### src/rtl/t_demux_13x1_if.sv
// Write port and slot readout of the 13-slot byte demultiplexer.
// The bench uses master. The demultiplexer uses slave.
interface t_demux_13x1_if;
  logic             wr_valid;
  logic [7:0]       wr_data;
  logic             sof;
  logic             clear;
  logic             wr_ready;
  logic [12:0][7:0] x;
  logic [3:0]       idx;
  logic             frame_done;
  logic             err;

  modport master (
    output wr_valid, wr_data, sof, clear,
    input  wr_ready, x, idx, frame_done, err
  );

  modport slave (
    input  wr_valid, wr_data, sof, clear,
    output wr_ready, x, idx, frame_done, err
  );
endinterface

### src/rtl/t_demux_13x1.sv
// Scatters a 13-byte frame, marked by sof, into 13 registered slots x0..x12.
// err pulses on a stray byte or a frame restart. frame_done pulses when a frame completes.
module t_demux_13x1 #(
  parameter logic [7:0] RST_BYTE = 8'h00
) (
  input  logic           clk,
  input  logic           reset,
  t_demux_13x1_if.slave  bus
);

  typedef enum logic [1:0] {IDLE, FILL, DONE} state_t;

  state_t     state_q, state_d;
  logic [3:0] idx_q, idx_d;
  logic       err_q, err_d;
  logic       done_q, done_d;
  logic       wr_en;
  logic [3:0] wr_sel;
  logic       xfer;
  logic [7:0] slot_q [13];

  assign bus.wr_ready   = (state_q != DONE);
  assign xfer           = bus.wr_valid && bus.wr_ready;
  assign bus.idx        = idx_q;
  assign bus.err        = err_q;
  assign bus.frame_done = done_q;

  always_ff @(posedge clk or posedge reset) begin
    if (reset) begin
      state_q <= IDLE;
      idx_q   <= 4'd0;
      err_q   <= 1'b0;
      done_q  <= 1'b0;
    end else begin
      state_q <= state_d;
      idx_q   <= idx_d;
      err_q   <= err_d;
      done_q  <= done_d;
    end
  end

  always_comb begin
    state_d = state_q;
    idx_d   = idx_q;
    err_d   = 1'b0;
    done_d  = 1'b0;
    wr_en   = 1'b0;
    wr_sel  = idx_q;
    if (bus.clear) begin
      // Clear wins over a concurrent transfer. That byte is dropped silently.
      state_d = IDLE;
      idx_d   = 4'd0;
    end else begin
      case (state_q)
        IDLE: begin
          if (xfer) begin
            if (bus.sof) begin
              wr_en   = 1'b1;
              wr_sel  = 4'd0;
              idx_d   = 4'd1;
              state_d = FILL;
            end else begin
              err_d = 1'b1;
            end
          end
        end
        FILL: begin
          if (xfer) begin
            wr_en = 1'b1;
            if (bus.sof) begin
              wr_sel = 4'd0;
              idx_d  = 4'd1;
              err_d  = 1'b1;
            end else if (idx_q == 4'd12) begin
              idx_d   = 4'd0;
              done_d  = 1'b1;
              state_d = DONE;
            end else begin
              idx_d = idx_q + 4'd1;
            end
          end
        end
        DONE: begin
          state_d = IDLE;
        end
        default: begin
          state_d = IDLE;
          idx_d   = 4'd0;
        end
      endcase
    end
  end

  genvar gi;
  generate
    for (gi = 0; gi < 13; gi++) begin : g_slot
      always_ff @(posedge clk or posedge reset) begin
        if (reset) begin
          slot_q[gi] <= RST_BYTE;
        end else if (bus.clear) begin
          slot_q[gi] <= RST_BYTE;
        end else if (wr_en && (wr_sel == 4'(gi))) begin
          slot_q[gi] <= bus.wr_data;
        end
      end
    end
  endgenerate

  always_comb begin
    bus.x = '0;
    for (int i = 0; i < 13; i++) begin
      bus.x[i] = slot_q[i];
    end
  end

endmodule

### src/flat_wrapper.sv
// flat-port wrapper written by rule: the top's interface ports become plain ports
module t_demux_13x1_flat 
#(
  parameter logic [7:0] RST_BYTE = 8'h00
)
  (clk, reset, bus_wr_valid, bus_wr_data, bus_sof, bus_clear, bus_wr_ready, bus_x, bus_idx, bus_frame_done, bus_err);
  t_demux_13x1_if bus_i ();
  input  logic clk;
  input  logic reset;
  input wire logic [$bits(bus_i.wr_valid)-1:0] bus_wr_valid;
  input wire logic [$bits(bus_i.wr_data)-1:0] bus_wr_data;
  input wire logic [$bits(bus_i.sof)-1:0] bus_sof;
  input wire logic [$bits(bus_i.clear)-1:0] bus_clear;
  output wire logic [$bits(bus_i.wr_ready)-1:0] bus_wr_ready;
  output wire logic [$bits(bus_i.x)-1:0] bus_x;
  output wire logic [$bits(bus_i.idx)-1:0] bus_idx;
  output wire logic [$bits(bus_i.frame_done)-1:0] bus_frame_done;
  output wire logic [$bits(bus_i.err)-1:0] bus_err;
  assign bus_i.wr_valid = bus_wr_valid;
  assign bus_i.wr_data = bus_wr_data;
  assign bus_i.sof = bus_sof;
  assign bus_i.clear = bus_clear;
  assign bus_wr_ready = bus_i.wr_ready;
  assign bus_x = bus_i.x;
  assign bus_idx = bus_i.idx;
  assign bus_frame_done = bus_i.frame_done;
  assign bus_err = bus_i.err;
  t_demux_13x1 #(.RST_BYTE(RST_BYTE)) u_core (.clk(clk), .reset(reset), .bus(bus_i));
endmodule
### config.mk
export PLATFORM = sky130hd
export DESIGN_NAME = t_demux_13x1_flat
export DESIGN_NICKNAME = d
export VERILOG_FILES = /design/src/rtl/t_demux_13x1_if.sv /design/src/rtl/t_demux_13x1.sv /design/src/flat_wrapper.sv
export SDC_FILE = /design/constraint.sdc
export NUM_CORES = 1
export LEC_CHECK = 0
export CAP_MARGIN = 30
export CELL_PAD_IN_SITES_DETAIL_PLACEMENT = 1
export CELL_PAD_IN_SITES_GLOBAL_PLACEMENT = 2
export CORE_ASPECT_RATIO = 1.2
export CORE_MARGIN = 4
export CORE_UTILIZATION = 32
export CTS_CLUSTER_SIZE = 14
export DETAILED_ROUTE_END_ITERATION = 10
export PLACE_DENSITY_LB_ADDON = 0.1
export SKIP_CTS_REPAIR_TIMING = 1
export SLEW_MARGIN = 25
export SYNTH_ARGS = -nofsm -noshare
export SYNTH_HDL_FRONTEND = slang
export SYNTH_SLANG_ARGS = --single-unit
### constraint.sdc
create_clock -name clk -period 4.52 [get_ports clk]
set_input_delay 0.904 -clock clk [delete_from_list [all_inputs] [get_ports clk]]
set_output_delay 0.904 -clock clk [all_outputs]
set_load 0.03 [all_outputs]
Word level (Yosys, flattened, before mapping)
Index checks and enable logic that the tools add are counted.
{ "word_totals": {"regBits": 112, "input_bits": 13, "output_inout_bits": 111, "wordCells": 130} }
{ "op_classes": {"addsub": 1, "n_eq_ne": 22, "n_mux": 58, "reduce_logical": 32} }
{ "op_table": {"columns": ["cell", "count"], "rows": [
  ["8-bit 2-to-1 mux", 26],
  ["4-bit 2-to-1 mux", 10],
  ["2-bit nonzero test", 13],
  ["4-bit equality test, second input constant", 6],
  ["4-bit by 3-bit equality test with 1-bit output, second input constant", 4],
  ["1-bit logical AND", 14],
  ["1-bit 2-to-1 mux", 12],
  ["2-bit 2-to-1 mux", 6],
  ["4-bit one-hot mux with 3 select lines", 1],
  ["3-bit by 2-bit inequality test with 1-bit output, second input constant", 3],
  ["4-bit by 2-bit equality test with 1-bit output, second input constant", 2],
  ["3-bit inequality test, second input constant", 2],
  ["5-bit AND reduction", 1],
  ["4-bit by 1-bit adder with 4-bit output, second input constant", 1],
  ["4-bit by 1-bit equality test with 1-bit output, second input constant", 1],
  ["4-bit logical NOT", 1],
  ["2-bit inequality test, second input constant", 2],
  ["1-bit one-hot mux with 2 select lines", 2],
  ["2-bit one-hot mux with 2 select lines", 1],
  ["4-bit AND reduction", 1],
  ["2-bit by 1-bit equality test with 1-bit output, second input constant", 1],
  ["2-bit equality test, second input constant", 1],
  ["2-bit logical NOT", 1],
  ["2-bit OR reduction", 1]
]} }

Longest topological paths before layout
Gate-level depths: netlist (run 1).
{ "logic_depth": {"ltp_word": 9, "mapped_depth": 6, "ltp_nobuf": 5} }

Worst setup path after synthesis (run 1)
OpenSTA, ideal clock, no wires.
{ "synth_path": {"kind": "input to register", "from": "input bus_sof", "to": "register u_core.slot_q (netlist bit u_core.bus.x[76])", "setup_time_ps": 137, "arrival_ps": 1866, "required_time_ps": 4383, "setup_slack_ps": 2517, "stages": 4, "n_path_buf": 1, "cell_sequence": "buf_4 -> nor3b_4 -> nand3_2 -> mux2i_1"} }
{ "synth_via": {"elab_chain_len": 7, "elab_cells_between_ends": 11, "classes_between": "eq/ne (1); mux (8); reduce/logical (2)"} }
{ "synth_rtl": {"columns": ["element", "line", "rtl"], "rows": [
  ["start, declared", "flat_wrapper.sv:12", "input wire logic [$bits(bus_i.sof)-1:0] bus_sof;"],
  ["4-bit 2-to-1 mux", "t_demux_13x1.sv:57, t_demux_13x1.sv:70", null],
  ["4-bit 2-to-1 mux", "t_demux_13x1.sv:68", "if (xfer) begin"],
  ["4-bit 2-to-1 mux", null, null],
  ["4-bit 2-to-1 mux", "t_demux_13x1.sv:49", "if (bus.clear) begin"],
  ["4-bit equality test", "t_demux_13x1.sv:102", "end else if (wr_en && (wr_sel == 4'(gi))) begin"],
  ["1-bit logical AND *", "t_demux_13x1.sv:102", null],
  ["2-bit nonzero test (no line) *", null, null],
  ["end signal, assigned by index", "t_demux_13x1.sv:103", "slot_q[gi] <= bus.wr_data;"],
  ["end, declared", "t_demux_13x1.sv:20", "logic [7:0] slot_q [13];"]
]} }
Mark *: on every way between the ends. The rest lies on a longest branch, timed or not.
A chain may end at the register's enable or synchronous reset.

Worst setup path after layout (run 1)
{ "layout_path": {"from": "input bus_clear", "to": "register u_core.slot_q (netlist bit u_core.bus.x[17])"} }
{ "layout_via": {"elab_chain_len": 4, "elab_cells_between_ends": 6, "classes_between": "eq/ne (1); mux (3); reduce/logical (2)"} }
{ "layout_rtl": {"columns": ["element", "line", "rtl"], "rows": [
  ["start, declared", "flat_wrapper.sv:13", "input wire logic [$bits(bus_i.clear)-1:0] bus_clear;"],
  ["4-bit 2-to-1 mux", "t_demux_13x1.sv:49", null],
  ["4-bit by 2-bit equality test with 1-bit output", "t_demux_13x1.sv:102", null],
  ["1-bit logical AND", "t_demux_13x1.sv:102", null],
  ["2-bit nonzero test (no line)", null, null]
]} }
Several ways; a longest one is shown, not always the timed one.

==> results of run 1 <==
## how the worst max path moves through the flow
stage	start	end	slack (ns)	cells after the start
3_5_place_dp	bus_clear	u_core.bus.x[60]$_DFFE_PP0P_	1.25	4
6_report	bus_clear	u_core.bus.x[17]$_DFFE_PP0P_	1.63	4
5_1_grt	bus_clear	u_core.bus.x[21]$_DFFE_PP0P_	1.40	4
3_3_place_gp	bus_wr_valid	u_core.bus.x[100]$_DFFE_PP0P_	1.09	4
2_1_floorplan	reset	u_core.bus.err$_DFF_PP0_	0.66	1
4_1_cts	bus_clear	u_core.bus.x[21]$_DFFE_PP0P_	1.62	4
## worst max-delay path: cells and delay by family
| kind | cells | cell delay (ns) |
|---|---|---|
| compound gates | 1 | 0.21 |
| buf+inv | 2 | 1.18 |
| simple gates | 1 | 0.79 |
## flip-flops by register name (all words and copies together), names as in the netlist
register,count
u_core.bus.x,104
u_core.bus.idx,4
u_core.state_q,2
u_core.bus.err,1
u_core.bus.frame_done,1
## cells in the mapped netlist, drive strengths merged
cell type	count
mux2i	89
a31oi	5
o21ai	17
nand3b	1
xor2	1
inv	10
nand2b	4
nor4	1
clkbuf	20
a22oi	1
o22ai	1
nor2b	5
nand4	2
ha	2
or3	1
o311ai	16
a21oi	2
nand2	98
nor3	3
nand4bb	1
nor4b	1
and2	1
nand3	12
buf	8
and4bb	1
a32oi	1
nor2	4
nor3b	2
or3b	1
dfrtp	112
## power groups by stage
stage	clock (uW)	sequential [uW]	combinational [uW]
after floorplan	0	1040	75.9
after global placement	0	1040	145
after detailed placement	0	1040	146
after CTS	823	1020	147
after global routing	865	1020	157
final	797	1020	143
## cells in the final DEF (no fill, tap or decap), types with 3 or more instances in the layout
master / netlist / routed
sky130_fd_sc_hd__nand2_1: 98 / 98
sky130_fd_sc_hd__a31oi_1: 5 / 5
sky130_fd_sc_hd__clkdlybuf4s50_1: 0 / 123
sky130_fd_sc_hd__nand3_4: 6 / 6
sky130_fd_sc_hd__mux2i_1: 89 / 89
sky130_fd_sc_hd__inv_1: 10 / 8
sky130_fd_sc_hd__o311ai_0: 16 / 16
sky130_fd_sc_hd__buf_4: 4 / 5
sky130_fd_sc_hd__clkbuf_16: 0 / 9
sky130_fd_sc_hd__nor2b_1: 5 / 5
sky130_fd_sc_hd__dfrtp_1: 112 / 112
sky130_fd_sc_hd__clkbuf_8: 0 / 3
sky130_fd_sc_hd__nand2b_1: 4 / 4
sky130_fd_sc_hd__nor2_1: 4 / 4
sky130_fd_sc_hd__nand3_2: 5 / 5
sky130_fd_sc_hd__o21ai_0: 15 / 15
## cell families after synthesis
| family | count (synthesis) | synth area share |
|---|---|---|
| AOI/OAI and AO/OA | 43 | 0.06222 |
| xor gates and xnor gates | 1 | 0.001771 |
| adders and majority gates | 2 | 0.005057 |
| buffers and inverters | 38 | 0.03414 |
| DFF | 112 | 0.5665 |
| muxes | 89 | 0.1801 |
| and+or+nand+nor | 138 | 0.1502 |
## routing by layer
metal | part of all wire | track usage | vias up
met1 | 0.47 | 0.2372 | 1854
met4 | 0.0091 | 0.04779 | 0
li1 | - | - | 1689
met3 | 0.044 | 0.04186 | 7
met5 | 0 | 0 | -
met2 | 0.48 | 0.2882 | 87
## stage by stage
| step | cells | utilization | setup slack, ns | hold WS (ns) | power [uW] |
|---|---|---|---|---|---|
| 3_3_place_gp | 727 | 0.4206 | 1.092 | 0.5163 | 1181 |
| 2_1_floorplan | 423 | - | 0.6570 | 0.5058 | 1120 |
| 6_report | 744 | 0.4411 | 1.627 | 0.5292 | 1956 |
| 5_1_grt | 744 | 0.4411 | 1.396 | 0.5594 | 2039 |
| 4_1_cts | 744 | 0.4411 | 1.620 | 0.5345 | 1986 |
| 3_5_place_dp | 728 | 0.4216 | 1.246 | 0.5243 | 1182 |
## final cells by class
cell class                 count  area share
timing repair buffer         129      0.1930
tap                          204     0.03837
sequential                   112      0.4213
multi-input combinational    273      0.2970
clock buffer                  13     0.04062
clock inverter                 3    0.003573
inverter                      10    0.006207
==> impl_results.md, run 1 <==
- Area growth syn-to-layout: 34.47%
- Static power due to leakage: 0.003290 uW
- Final Hold Violating Endpoints: 0
- Measured slew at the worst slew-check pin: 0.8395 ns
- Synthesis-stage register bit count: 112
- Pin count of the biggest net entering global routing: 65
- DRT iter0 DRCs: 301
- P per Cell Area: 294.1 nW/um^2
- Full die area: 17520 sq um
- Synth area leaders: sky130_fd_sc_hd__dfrtp_1 (57%), sky130_fd_sc_hd__mux2i_1 (18%), sky130_fd_sc_hd__nand2_1 (7.4%), sky130_fd_sc_hd__o311ai_0 (2.8%), sky130_fd_sc_hd__nand3_4 (2.1%)
- Final Wtd Congestion: 0.7406
- Relative contribution of combinational cells to total power: 0.073
- Sequential fraction of the synthesis area: 0.5665
- Clk root buf: sky130_fd_sc_hd__clkbuf_16
- Unrepaired setup endpoints after global routing: no
- Critical Path Slowest Stage Cell: sky130_fd_sc_hd__nand2_1
- Maximum ir drop on the vdd rail: 134.6 uV
- Slowest cell delay on critical path: 0.79 ns
- Power Internal: 1471 uW
- # Max-Cap Violations: 0
- Site Rows: 49
- Fraction of layout instances using a drive strength above 1: 0.07407
- Req. time, crit path: 4.72 ns
- Critical register-to-register path startpoint: u_core.state_q[1]$_DFFE_PP0P_
- Period Utilization, post-route: 0.6400
- Average cell area after synthesis: 11.70 sq um
- Slew headroom: 0.4403
- Worst hold path startpoint: u_core.bus.x[66]$_DFFE_PP0P_
- Overall routing resource usage: 0.1767
- Aggregate global routing overflow: 0
- Antenna Nets Post-Route: 0
- CP arrival: 3.09 ns
- Antenna violations before repair: 0
- Crit path max fanout: 42
- Wire length of the first global-routing pass: 23600 microns
- Die height: 144.2 microns
- Drt drc: 0
- Number of inserted diodes: 0
- Post-placement cell area: 6359 sq um
- Multi-input combinational cell area: 1976 sq um
- TritonCTS clock tree: yes
- Via density: 4.888
- Clock power share: 0.408
- Worst hold path cell count: 2
- Net count, final: 550
- Clock tree buffer depth: 2
- Syn Inst Count: 423
- Number of buffers created by CTS: 9
- Synth Net Count: 438
- Peak clock frequency supported by timing: 0.3457 GHz
- Sinks on Clock Net: 112
- Power dissipated by switching net loads: 485.4 uW
- CTS HTree Levels: 3
- Worst hold path type: flip-flop to flip-flop
- Count of port buffers added during placement: 123
- Via count: 3637
- Endpoint of the most critical register-to-register path: u_core.bus.x[60]$_DFFE_PP0P_
- Clk_lat worst skew: 0.35 ns
- Vias in the first global route: 3961
- Detail-routed net length per standard cell: 20.17 microns
- Synth cell types: 39
- Ys Warns: 0
- Ordered cell list for the critical path: clkdlybuf4s50_1 -> clkinv_2 -> nand2_1 -> o21ai_0
- Horizontal die dimension: 121.5 microns
- Switching share of power: 0.2481
- Area share of the leading cell type in the synthesized netlist: 0.5665
- Endpoint kind of the worst setup timing path: flip-flop
- Sequential cell area: 2803 sq um
- Kind of critical path: input port to flip-flop
- Worst hold path endpoint: u_core.bus.x[66]$_DFFE_PP0P_
- Area leader, netlist: sky130_fd_sc_hd__dfrtp_1
- Cell Area, Synth: 4947 sq um
- Effective utilization at floorplan: 0.3280
- Post-layout instance area: 6653 sq um
- Register clock-pin slew on the reported worst setup and hold paths: 0.07 ns
- Sequential power share: 0.519
- Wire length after detailed routing: 15010 microns
- I/O Pins: 124
- Result of the run: finished clean
- Setup Total Neg Slack: 0 ns
- Final HPWL DP: 10210 microns
- Startpoint types: input port
- Reg-to-reg slack, setup: 2.55 ns
- Filler cells: 1672
- Final count of negative-setup-slack endpoints: 0
- Cell count of the worst reg-to-reg path: 4
- Largest clock skew in the final design: 0.005700 ns
- Floorplan Core Area: 15080 sq um
- Final Max Tran Viols: 0
- Shortest clock period the worst path allows after layout: 2.893 ns
- DR pass1 iterations: 6
No activity file was read; power rests on OpenSTA's default activity.
==> run 2: changes to the inputs <==
- clock period: 4.52 -> 2.95 ns (I/O delays scaled with it)
==> impl_results.md, run 2 (same netlist as run 1, synthesis figures left out) <==
- Result of the run: finished clean
- CP delay by family, top: buffers and inverters
- Unrepaired setup endpoints after global routing: no
- Area growth syn-to-layout: 35.20%
- Worst hold path type: flip-flop to flip-flop
- Via density: 4.957 (+1.4%)
- Slew headroom: 0.5617 (+0.1214)
- Vias in the first global route: 4094 (+3.4%)
- Clock tree buffer depth: 2 (unchanged)
- Shortest clock period the worst path allows after layout: 2.382 ns
- Static power due to leakage: 0.003304 uW (+0.40%)
- Req. time, crit path: 2.36 ns (-2.36 ns)
- Aggregate global routing overflow: 0 (unchanged)
- Floorplan Core Area: 15080 sq um (unchanged)
- Site Rows: 49 (unchanged)
- I/O Pins: 124 (unchanged)
- Antenna violations before repair: 0 (unchanged)
- Final Hold Violating Endpoints: 0 (unchanged)
- Clk root buf: sky130_fd_sc_hd__clkbuf_16
- Final count of negative-setup-slack endpoints: 0 (unchanged)
- Flip-flop count of the largest register, all copies and words added: 104 (unchanged)
- Count of port buffers added during placement: 123 (unchanged)
- Horizontal die dimension: 121.5 microns (unchanged)
- Die height: 144.2 microns (unchanged)
- Largest clock skew in the final design: 0.006456 ns (+0.0007561 ns)
- Post-placement cell area: 6415 sq um (+0.89%)
- Kind of critical path: flip-flop to output pin
- Final Max Tran Viols: 0 (unchanged)
- Critical Path Slowest Stage Cell: sky130_fd_sc_hd__clkdlybuf4s50_1
- Endpoint kind of the worst setup timing path: output pin
- Register clock-pin slew on the reported worst setup and hold paths: 0.07 ns (about the same)
- Effective utilization at floorplan: 0.3280 (unchanged)
- Overall routing resource usage: 0.1761 (-0.0006202)
- Net count, final: 555 (+0.91%)
- Leading cell type in the layout, fill and taps excluded: sky130_fd_sc_hd__clkdlybuf4s50_1
- Maximum ir drop on the vdd rail: 219.1 uV (+63%)
- Detail-routed net length per standard cell: 19.81 microns (-1.8%)
- # Max-Cap Violations: 0 (unchanged)
- Wire length after detailed routing: 14840 microns (-1.2%)
- Wire length of the first global-routing pass: 24010 microns (+1.7%)
- Drt drc: 0 (unchanged)
- Slowest cell delay on critical path: 0.78 ns (about the same)
- Most frequent cells in the layout: sky130_fd_sc_hd__clkdlybuf4s50_1 (123), sky130_fd_sc_hd__dfrtp_1 (112), sky130_fd_sc_hd__nand2_1 (98), sky130_fd_sc_hd__mux2i_1 (89), sky130_fd_sc_hd__o311ai_0 (16)
- DRT iter0 DRCs: 204 (-32%)
- CP arrival: 1.79 ns (-1.30 ns)
- Final Wtd Congestion: 0.7337 (-0.93%)
- Post-layout instance area: 6689 sq um (+0.55%)
- Measured slew at the worst slew-check pin: 0.6574 ns (-0.1821 ns)
- P per Cell Area: 439.3 nW/um^2 (+49%)
- Full die area: 17520 sq um (unchanged)
- Pre-CTS worst setup slack: 0.3387 ns (-0.9075 ns)
- Peak clock frequency supported by timing: 0.4198 GHz
- Crit path max fanout: 12 (-71%)
- Final HPWL DP: 10100 microns (-1.1%)
- Startpoint types: flip-flop
- CTS HTree Levels: 3 (unchanged)
- Ordered cell list for the critical path: clkdlybuf4s50_1
- Period Utilization, post-route: 0.8074
- Number of buffers created by CTS: 9 (unchanged)
- Sinks on Clock Net: 112 (unchanged)
- Buffers plus inverters on the worst setup path: 1 (-1)
- Fraction of layout instances using a drive strength above 1: 0.08257 (+0.008495)
- Antenna Nets Post-Route: 0 (unchanged)
- Number of inserted diodes: 0 (unchanged)
- Via count: 3713 (+2.1%)
- TritonCTS clock tree: yes
- PnR worst setup slack: 0.5681 ns (-1.059 ns)
- Reg-to-reg slack, setup: 1.06 ns (-1.49 ns)
- Clk_lat worst skew: 0.35 ns (about the same)
- Setup Total Neg Slack: 0 ns (unchanged)
- Pin count of the biggest net entering global routing: 113 (+74%)
- DR pass1 iterations: 5 (-1)
## run 2: cell count changes in the layout (fill, tap and decap cells not counted)
| cell | previous run | this run |
|---|---|---|
| sky130_fd_sc_hd__clkbuf_8 | 3 | 0 |
| sky130_fd_sc_hd__clkinv_4 | 0 | 1 |
| sky130_fd_sc_hd__buf_12 | 0 | 2 |
| sky130_fd_sc_hd__inv_4 | 1 | 0 |
| sky130_fd_sc_hd__buf_8 | 1 | 0 |
| sky130_fd_sc_hd__clkinvlp_4 | 1 | 3 |
| sky130_fd_sc_hd__buf_4 | 5 | 9 |
| sky130_fd_sc_hd__clkinv_2 | 2 | 3 |
## run 2: area by class of cell
class	count	area, sq um
Fill cell	1673	8393
Sequential cell	112	2803
Multi-Input combinational cell	273	1976
Timing Repair Buffer	134	1339
Tap cell	204	255.2
Clock buffer	10	229.0
Clock inverter	6	45.04
Inverter	10	42.54
## run 2: final timing paths
path	startpoint	to	cells after the start
max	u_core.bus.idx[3]$_DFFE_PP0P_	bus_idx[3]	1
min	u_core.bus.x[83]$_DFFE_PP0P_	u_core.bus.x[83]$_DFFE_PP0P_	2
max reg2reg	u_core.bus.idx[2]$_DFFE_PP0P_	u_core.bus.x[58]$_DFFE_PP0P_	3
min reg2reg	u_core.bus.x[83]$_DFFE_PP0P_	u_core.bus.x[83]$_DFFE_PP0P_	2
max in group asynchronous	reset	u_core.bus.x[18]$_DFFE_PP0P_	3
min in group asynchronous	reset	u_core.bus.err$_DFF_PP0_	3
## run 2: worst min-delay path, stage by stage, from the launching register on
cell,delay (ns)
sky130_fd_sc_hd__dfrtp_1,0.38
sky130_fd_sc_hd__nand2_1,0.06
sky130_fd_sc_hd__mux2i_1,0.06
## run 2: through the flow
step,std cells,utilization,total power (uW),hold WS [ns]
global route,749,0.4435,3073,0.5475
finish,749,0.4435,2939,0.5278
global placement,733,0.4253,1815,0.5134
floorplan,423,-,1716,0.5058
CTS,749,0.4435,2987,0.5299
detailed placement,733,0.4253,1818,0.5246
## run 2: metal layers
layer / vias up / GRT usage / part of all wire
met3: 14 / 0.04343 / 0.053
li1: 1699 / - / -
met2: 78 / 0.2894 / 0.48
met1: 1922 / 0.2317 / 0.45
met4: 0 / 0.05192 / 0.014
met5: - / 0 / 0
## run 2: report_power, final
part | switching (uW) | internal [uW] | leakage, uW
logic | 157 | 67.9 | 0.00161
registers | 12.9 | 1540 | 0.00156
clock network | 578 | 579 | 0.000130
total | 748 | 2190 | 0.00330
